--- src/rtl/flash_stream_reader_if.sv ---
// Command, stream and flash-pin bundle for the SPI-flash read engine.
// slave = the engine itself, master = the boot controller / flash side.
interface flash_stream_reader_if #(
    parameter int LEN_W = 16
);
    logic             i_start;
    logic [23:0]      i_flash_addr;
    logic [LEN_W-1:0] i_length;
    logic             o_busy;
    logic             o_done;
    logic [7:0]       o_data_out;
    logic             o_data_valid;
    logic             i_data_ready;
    logic             o_flash_cs_n;
    logic             o_flash_clk;
    logic             o_flash_di;
    logic             i_flash_do;

    modport slave (
        input  i_start, i_flash_addr, i_length, i_data_ready, i_flash_do,
        output o_busy, o_done, o_data_out, o_data_valid,
               o_flash_cs_n, o_flash_clk, o_flash_di
    );

    modport master (
        output i_start, i_flash_addr, i_length, i_data_ready, i_flash_do,
        input  o_busy, o_done, o_data_out, o_data_valid,
               o_flash_cs_n, o_flash_clk, o_flash_di
    );
endinterface

--- src/rtl/flash_stream_reader.sv ---
// Autonomous SPI-flash READ (0x03) engine: sends command+address, then streams
// bytes out over valid/ready, pausing flash_clk while a byte waits for acceptance.
module flash_stream_reader #(
    parameter int CLKDIV = 1,
    parameter int LEN_W  = 16
) (
    input  logic                  i_clk,
    input  logic                  i_rst,
    flash_stream_reader_if.slave  bus
);
    typedef enum logic [2:0] {IDLE, SHIFT_HDR, SHIFT_DATA, WAIT_ACK, DESELECT} state_t;

    localparam logic [7:0]       DIV_M1  = 8'(CLKDIV - 1);
    localparam logic [LEN_W-1:0] CNT_ONE = LEN_W'(1);

    state_t           r_state, w_next;
    logic [7:0]       r_div;
    logic             r_clk;
    logic [4:0]       r_bit;
    logic [31:0]      r_sr;
    logic [6:0]       r_rx;
    logic [7:0]       r_data;
    logic             r_valid;
    logic             r_done;
    logic [LEN_W-1:0] r_cnt;

    logic w_tick, w_fall, w_acc, w_last_bit;

    assign w_tick     = (r_div == 8'd0);
    assign w_fall     = w_tick & r_clk;
    assign w_acc      = r_valid & bus.i_data_ready;
    assign w_last_bit = (r_state == SHIFT_HDR) ? (r_bit == 5'd31) : (r_bit == 5'd7);

    always_ff @(posedge i_clk) begin
        if (i_rst) begin
            r_state <= IDLE;
            r_div   <= 8'd0;
            r_clk   <= 1'b0;
            r_bit   <= 5'd0;
            r_sr    <= 32'd0;
            r_rx    <= 7'd0;
            r_data  <= 8'd0;
            r_valid <= 1'b0;
            r_done  <= 1'b0;
            r_cnt   <= '0;
        end else begin
            r_state <= w_next;
            r_done  <= 1'b0;
            case (r_state)
                IDLE: begin
                    if (bus.i_start) begin
                        if (bus.i_length != '0) begin
                            r_sr  <= {8'h03, bus.i_flash_addr};
                            r_cnt <= bus.i_length;
                            r_div <= DIV_M1;
                            r_clk <= 1'b0;
                            r_bit <= 5'd0;
                        end else begin
                            r_done <= 1'b1;
                        end
                    end
                end
                SHIFT_HDR, SHIFT_DATA: begin
                    if (w_tick) begin
                        r_div <= DIV_M1;
                        r_clk <= ~r_clk;
                        // falling edge: sample MISO and present the next MOSI bit
                        if (r_clk) begin
                            r_sr  <= {r_sr[30:0], 1'b0};
                            r_rx  <= {r_rx[5:0], bus.i_flash_do};
                            r_bit <= w_last_bit ? 5'd0 : r_bit + 5'd1;
                            if (r_state == SHIFT_DATA && w_last_bit) begin
                                r_data  <= {r_rx, bus.i_flash_do};
                                r_valid <= 1'b1;
                            end
                        end
                    end else begin
                        r_div <= r_div - 8'd1;
                    end
                end
                WAIT_ACK: begin
                    if (w_acc) begin
                        r_valid <= 1'b0;
                        r_cnt   <= r_cnt - CNT_ONE;
                        r_div   <= DIV_M1;
                    end
                end
                DESELECT: begin
                    if (w_tick) r_done <= 1'b1;
                    else        r_div  <= r_div - 8'd1;
                end
                default: ;
            endcase
        end
    end

    always_comb begin
        w_next = r_state;
        case (r_state)
            IDLE:       if (bus.i_start && bus.i_length != '0) w_next = SHIFT_HDR;
            SHIFT_HDR:  if (w_fall && w_last_bit) w_next = SHIFT_DATA;
            SHIFT_DATA: if (w_fall && w_last_bit) w_next = WAIT_ACK;
            WAIT_ACK:   if (w_acc) w_next = (r_cnt == CNT_ONE) ? DESELECT : SHIFT_DATA;
            DESELECT:   if (w_tick) w_next = IDLE;
            default:    w_next = IDLE;
        endcase
    end

    always_comb begin
        bus.o_busy       = (r_state != IDLE);
        bus.o_flash_cs_n = (r_state == IDLE) || (r_state == DESELECT);
        bus.o_flash_clk  = r_clk;
        bus.o_flash_di   = (r_state == SHIFT_HDR) & r_sr[31];
        bus.o_done       = r_done;
        bus.o_data_out   = r_data;
        bus.o_data_valid = r_valid;
    end
endmodule

--- src/flat_wrapper.sv ---
// flat-port wrapper written by rule: the top's interface ports become plain ports
module flash_stream_reader_flat 
#(
    parameter int CLKDIV = 1,
    parameter int LEN_W  = 16
)
  (i_clk, i_rst, bus_i_start, bus_i_flash_addr, bus_i_length, bus_i_data_ready, bus_i_flash_do, bus_o_busy, bus_o_done, bus_o_data_out, bus_o_data_valid, bus_o_flash_cs_n, bus_o_flash_clk, bus_o_flash_di);
  flash_stream_reader_if #(.LEN_W(LEN_W)) bus_i ();
  input  logic i_clk;
  input  logic i_rst;
  input wire logic [$bits(bus_i.i_start)-1:0] bus_i_start;
  input wire logic [$bits(bus_i.i_flash_addr)-1:0] bus_i_flash_addr;
  input wire logic [$bits(bus_i.i_length)-1:0] bus_i_length;
  input wire logic [$bits(bus_i.i_data_ready)-1:0] bus_i_data_ready;
  input wire logic [$bits(bus_i.i_flash_do)-1:0] bus_i_flash_do;
  output wire logic [$bits(bus_i.o_busy)-1:0] bus_o_busy;
  output wire logic [$bits(bus_i.o_done)-1:0] bus_o_done;
  output wire logic [$bits(bus_i.o_data_out)-1:0] bus_o_data_out;
  output wire logic [$bits(bus_i.o_data_valid)-1:0] bus_o_data_valid;
  output wire logic [$bits(bus_i.o_flash_cs_n)-1:0] bus_o_flash_cs_n;
  output wire logic [$bits(bus_i.o_flash_clk)-1:0] bus_o_flash_clk;
  output wire logic [$bits(bus_i.o_flash_di)-1:0] bus_o_flash_di;
  assign bus_i.i_start = bus_i_start;
  assign bus_i.i_flash_addr = bus_i_flash_addr;
  assign bus_i.i_length = bus_i_length;
  assign bus_i.i_data_ready = bus_i_data_ready;
  assign bus_i.i_flash_do = bus_i_flash_do;
  assign bus_o_busy = bus_i.o_busy;
  assign bus_o_done = bus_i.o_done;
  assign bus_o_data_out = bus_i.o_data_out;
  assign bus_o_data_valid = bus_i.o_data_valid;
  assign bus_o_flash_cs_n = bus_i.o_flash_cs_n;
  assign bus_o_flash_clk = bus_i.o_flash_clk;
  assign bus_o_flash_di = bus_i.o_flash_di;
  flash_stream_reader #(.CLKDIV(CLKDIV), .LEN_W(LEN_W)) u_core (.i_clk(i_clk), .i_rst(i_rst), .bus(bus_i));
endmodule
--- config.mk ---
export PLATFORM = sky130hd
export DESIGN_NAME = flash_stream_reader_flat
export DESIGN_NICKNAME = d
export VERILOG_FILES = /design/src/rtl/flash_stream_reader_if.sv /design/src/rtl/flash_stream_reader.sv /design/src/flat_wrapper.sv
export SDC_FILE = /design/constraint.sdc
export NUM_CORES = 1
export LEC_CHECK = 0
export ABC_CLOCK_PERIOD_IN_PS = 3000
export CORE_ASPECT_RATIO = 1.75
export CORE_UTILIZATION = 52
export DETAILED_ROUTE_END_ITERATION = 12
export MAX_ROUTING_LAYER = met4
export PLACE_DENSITY = 0.82
export SETUP_SLACK_MARGIN = 0.5
export SLEW_MARGIN = 20
export SYNTH_ARGS = -nofsm -noshare
export SYNTH_HDL_FRONTEND = slang
export SYNTH_SLANG_ARGS = --single-unit
--- constraint.sdc ---
create_clock -name i_clk -period 3 [get_ports i_clk]
set_clock_uncertainty 0.05 [all_clocks]
set_input_delay 0.6 -clock i_clk [delete_from_list [all_inputs] [get_ports i_clk]]
set_output_delay 0.6 -clock i_clk [all_outputs]
set_load 0.02 [all_outputs]
# Word-level counts from Yosys, hierarchy flattened
# Index checks and enable logic that the tools add are counted.
[word_totals]
regBits = 82
latch_bits = 0
mem_bits_rw = 0
mem_bits_ro = 0
inputBits = 45
output_inout_bits = 14
wordCells = 98
memories = 0
[classes]
add_sub_neg = 3
mul = 0
n_div = 0
order_cmp = 0
n_eq_ne = 18
shift = 0
n_mux = 42
bitwise = 4
reduce_logical = 21
[ops]
columns = ["operator", "count"]
rows = [
  ["$mux W32", 4],
  ["$pmux W32 S2", 1],
  ["$mux W16", 3],
  ["$mux W8", 5],
  ["$pmux W16 S2", 1],
  ["$pmux W8 S4", 1],
  ["$mux W5", 5],
  ["$reduce_and A5 Y1", 4],
  ["$mux W3", 6],
  ["$eq A16 B1 Y1 const B", 1],
  ["$reduce_bool A16 Y1", 1],
  ["$sub A16 B1 Y16 const B", 1],
  ["$pmux W3 S5", 1],
  ["$ne A2 B1 Y1 const B", 7],
  ["$reduce_and A4 Y1", 3],
  ["$mux W1", 11],
  ["$pmux W5 S2", 1],
  ["$logic_not A8 Y1", 1],
  ["$ne A2 B2 Y1 const B", 4],
  ["$sub A8 B1 Y8 const B", 1],
  ["$eq A3 B2 Y1 const B", 2],
  ["$pmux W1 S2", 3],
  ["$reduce_bool A2 Y1", 3],
  ["$add A5 B1 Y5 const B", 1],
  ["other kinds (13)", 17],
]

# Logic depth before layout (Yosys ltp)
[logic_depth]
depth_word = 7
mapped_depth = 8
depth_no_buf = 7

# Worst setup path before layout
# No wires, ideal clock.
[synth_timing]
path_type = "register to register"
start = "register u_core.r_cnt[8]"
end = "register u_core.r_state[1]"
setup_ps = 147
t_arrival_ps = 2145
t_required_ps = 2803
path_slack_ps = 658
path_stages_with_launch = 7
path_buffers = 1
synth_period_minus_slack_ps = 2342
path_cell_list = "dfxtp_1 -> or4_1 -> buf_2 -> or4_4 -> or4_4 -> or2b_1 -> a2111oi_1"
[synth_between]
elab_chain_len = 4
[synth_lines]
columns = ["item", "line_no", "source"]
rows = [
  ["start: declaration", "flash_stream_reader.sv:25", "logic [LEN_W-1:0] r_cnt;"],
  ["start signal: assignment", "flash_stream_reader.sv:54", "r_cnt <= bus.i_length;"],
  ["start signal: assignment", "flash_stream_reader.sv:84", "r_cnt <= r_cnt - CNT_ONE;"],
  ["$eq A16 B1 Y1", "flash_stream_reader.sv:103", "WAIT_ACK: if (w_acc) w_next = (r_cnt == CNT_ONE) ? DESELECT : SHIFT_DATA;"],
  ["$mux W3 (2 in a row)", "flash_stream_reader.sv:103", ""],
  ["$pmux W3 S5", "flash_stream_reader.sv:99", "case (r_state)"],
  ["end signal: assignment", "flash_stream_reader.sv:47", "r_state <= w_next;"],
  ["end: declaration", "flash_stream_reader.sv:16", "state_t r_state, w_next;"],
]
# No other way between the ends. The select of a mux whose other input is x is not followed.
# A chain may end at the register's enable or synchronous reset.

# Worst setup path after layout
[layout_timing]
start = "input bus_i_start"
end = "register u_core.r_bit[3]"
[layout_between]
elab_chain_len = 2
[layout_lines]
columns = ["item", "line_no", "source"]
rows = [
  ["start: declaration", "flat_wrapper.sv:11", "input wire logic [$bits(bus_i.i_start)-1:0] bus_i_start;"],
  ["$ne A2 B2 Y1 (no line)", "-", ""],
  ["$reduce_and A5 Y1 (no line)", "-", ""],
  ["end signal: assignment", "flash_stream_reader.sv:71", "r_bit <= w_last_bit ? 5'd0 : r_bit + 5'd1;"],
  ["end: declaration", "flash_stream_reader.sv:19", "logic [4:0] r_bit;"],
]
# No other way between the ends.

==> run metrics <==
final-report max-slew violation count=0; clock buffer depth=2; detailed-route via count=about 4000; number of routed nets with antenna violations=0; Synth-to-Final Area Change=26.8%; Reg2Reg Depth=5; worst-margin pin slew=between 0.6 and 0.7 ns; async set or reset register ratio after synthesis=0%; fraction of layout instances using a drive strength above 1=under 10%; io pins=59; Crit-path slowest cell=clkdlybuf4s50_1; port bufs=58; Vias/cell=approximately 6.0; routed wl met3=400 um; Synth area leaders=dfxtp_1 (41%), nand2_1 (9.1%), a21oi_1 (7.5%); worst hold path class=register to register; endpoints failing hold=0; Power Dens Cells=714 nW/um2; Max Used Layer=met4; DR WL met2=a little over 5 mm; worst r2r dst=u_core.r_state[1]; Max FO, Critical Path=5; Initial Utilization=53.3%; unrepaired setup endpoints after global routing=yes; Mapped Cells=526; final setup TNS=0 ns; Main synth FF type=dfxtp_1; R2R Setup Slk=0.57 ns; std cell rows=42; post-route minimum period=between 2 and 2.5 ns; first-pass GRT wire length=~16 mm; Die Span Y=118 um; status=complete, no violations; Worst R2R Start=u_core.r_cnt[8]; met1 wire length=3.91 mm; flops & latches, synth=82; Worst setup EP type=register; Worst Hold Launch=u_core.r_sr[28]; Ant. Diodes=0; top-area cell type share of the netlist area=about 40%; Buf+Inv Stages, Crit Path=1; Post-DP HPWL=6.64 mm; clock-pin slew on the worst setup and hold paths=roughly 0.060 ns; WP data arrival=between 2 and 3 ns; Cell variety after synth=57; Syn Nets=roughly 580; MaxCap Viol Count=0; post-synthesis compound-gate area fraction=roughly 25%; Synth Area in Simple Gates=27.2%; gpl congestion=0.844; post-synthesis xor/xnor area fraction=0.219%; highest clock rate=just over 400 MHz; leading cell type in the layout, fill and taps excluded=nand2_1; Avg Cell Area, Syn=7.62 um2; Routed WL per cell=between 10 and 15 um; max_slew headroom=between 50% and 60%; Placed Area=between 4000 and 5000 um2; Crit Path Class=input port to register; # DRC=0; Post-synth EDFFs=0; CTS H-tree depth=3; mux cell area share after synthesis=less than 1%; CTS tree=yes; Ys Warns=0; Critical Path Start Type=input port; DRT Pass-1 Iters=5; hold path cells=2; Core Box Area=7510 um2; P_leak=around 0.0019 uW; Cell Area, Synth=4010 um2; Post-CTS Hold Buffers=0; Nets=approximately 620; Critical Path Max Stage Delay=approximately 0.52 ns; VDD IR max=about 0.61 mV; GRT Util Overall=between 20% and 30%; Die W=68.4 um; post-synthesis adder-cell area fraction=1.56%; CP delay by family, top=simple AND/OR/NAND/NOR gates; largest net degree at the start of global routing=57; critical path cell sequence=clkdlybuf4s50_1, or4b_4, a41oi_4, a31oi_1, or4_1, o22ai_1; routed wire length=9.78 mm; Hold EP=u_core.r_sr[28]; area leader, netlist=dfxtp_1; initial DRC count=277; final number of setup-violating endpoints=0; TritonCTS buffer count=9; crit share post-route=81.6%; Clock Latency Late Sink=roughly 0.34 ns; clk sinks=between 80 and 90; Req. time, crit path=between 3 and 4 ns; Die Area=8070 um2; most frequent cells in the layout=nand2_1 (97), dfxtp_1 (82), a21oi_1 (59); clock root buffer=clkbuf_16; final instance area=around 5100 um2; total gr overflow=0; initial antenna violation count=0; largest family of logic cells by synthesized area=simple AND/OR/NAND/NOR gates; post-synthesis sequential area ratio=about 41%; vias in the first global route=3747
## stage by stage
stage	worst slack (ns)	power (uW)	utilization, %	std cells	hold slack [ns]
final	0.551	3630	67.6	665	0.403
after global routing	0.465	3830	67.6	665	0.440
after CTS	0.507	3600	66.5	663	0.402
after detailed placement	0.0523	2470	62.3	648	0.397
after global placement	0.172	2430	62.3	648	0.385
after floorplan	0.658	2150	-	526	0.377
## synthesized netlist by cell type, drive strengths merged, types with 3 or more instances
cell type / instances
a211oi: 3
a21o: 3
a21oi: 60
a22o: 3
a311oi: 23
a31o: 5
a31oi: 3
and2: 3
and3: 4
buf: 7
clkbuf: 31
dfxtp: 82
ha: 5
inv: 8
nand2: 97
nand3: 24
nand3b: 3
nand4: 3
nor2: 46
nor3: 14
nor3b: 4
nor4: 6
o21a: 3
o21ai: 35
o22ai: 3
o31ai: 5
or3: 12
or4: 4
## report_power, final
part           internal (uW)  switching [uW]
Clock                    706             404
Combinational            479             680
Sequential              1240             116
## sequential cells by signal (all words and copies together), names as in the netlist
signal	flops
u_core.r_state	3
u_core.r_sr	32
u_core.r_cnt	16
u_core.bus.o_done	1
u_core.r_rx	7
u_core.bus.o_flash_clk	1
u_core.r_bit	5
u_core.bus.o_data_out	8
u_core.r_div	8
u_core.bus.o_data_valid	1
## worst min-delay path: cells and delay by family, from the launching register on
kind,cells,cell delay (ns)
compound gates,1,0.05
flops,1,0.31
simple gates,1,0.05
## area by class of cell
class / count / area, um2
timing repair buffer: 74 / 748
sequential: 82 / 1640
multi-input combinational: 398 / 2240
inverter: 8 / 30.0
clock inverter: 2 / 35.0
fill: 639 / 2440
clock buffer: 13 / 270
tap: 88 / 110
## timing repair
action,4_1_cts,5_1_grt
setup endpoints to repair,22,58
setup buffers,0,1
resized for setup,5,8
pin swaps,0,0
gates cloned,0,1
## logic make-up (layout without fill, tap and decap cells)
logic type	after synthesis	after routing
AND/OR/NAND/NOR	232	232
AO/OA/AOI/OAI	157	157
flip-flops	82	82
buffers and inverters	46	97
adder cells (fa/ha/maj)	5	5
multiplexers	3	3
XOR/XNOR	1	1
## metal layers
layer | up-vias | global-route usage, %
li1 | 1994 | -
met1 | 1880 | 26.4
met2 | 99 | 45.3
met3 | 23 | 6.01
met4 | 0 | 13.7
met5 | - | -
## how the worst max path moves through the flow
stage / depth (start not counted) / from / endpoint / slack (ns)
4_1_cts: 7 / bus_i_start / u_core.r_sr[12] / 0.51
3_5_place_dp: 7 / bus_i_start / u_core.r_sr[12] / 0.05
3_3_place_gp: 6 / bus_i_start / u_core.r_bit[3] / 0.17
5_1_grt: 7 / bus_i_start / u_core.r_bit[0] / 0.47
2_1_floorplan: 6 / u_core.r_cnt[8] / u_core.r_state[1] / 0.66
6_report: 6 / bus_i_start / u_core.r_bit[3] / 0.55
No activity file was read; power rests on OpenSTA's default activity.
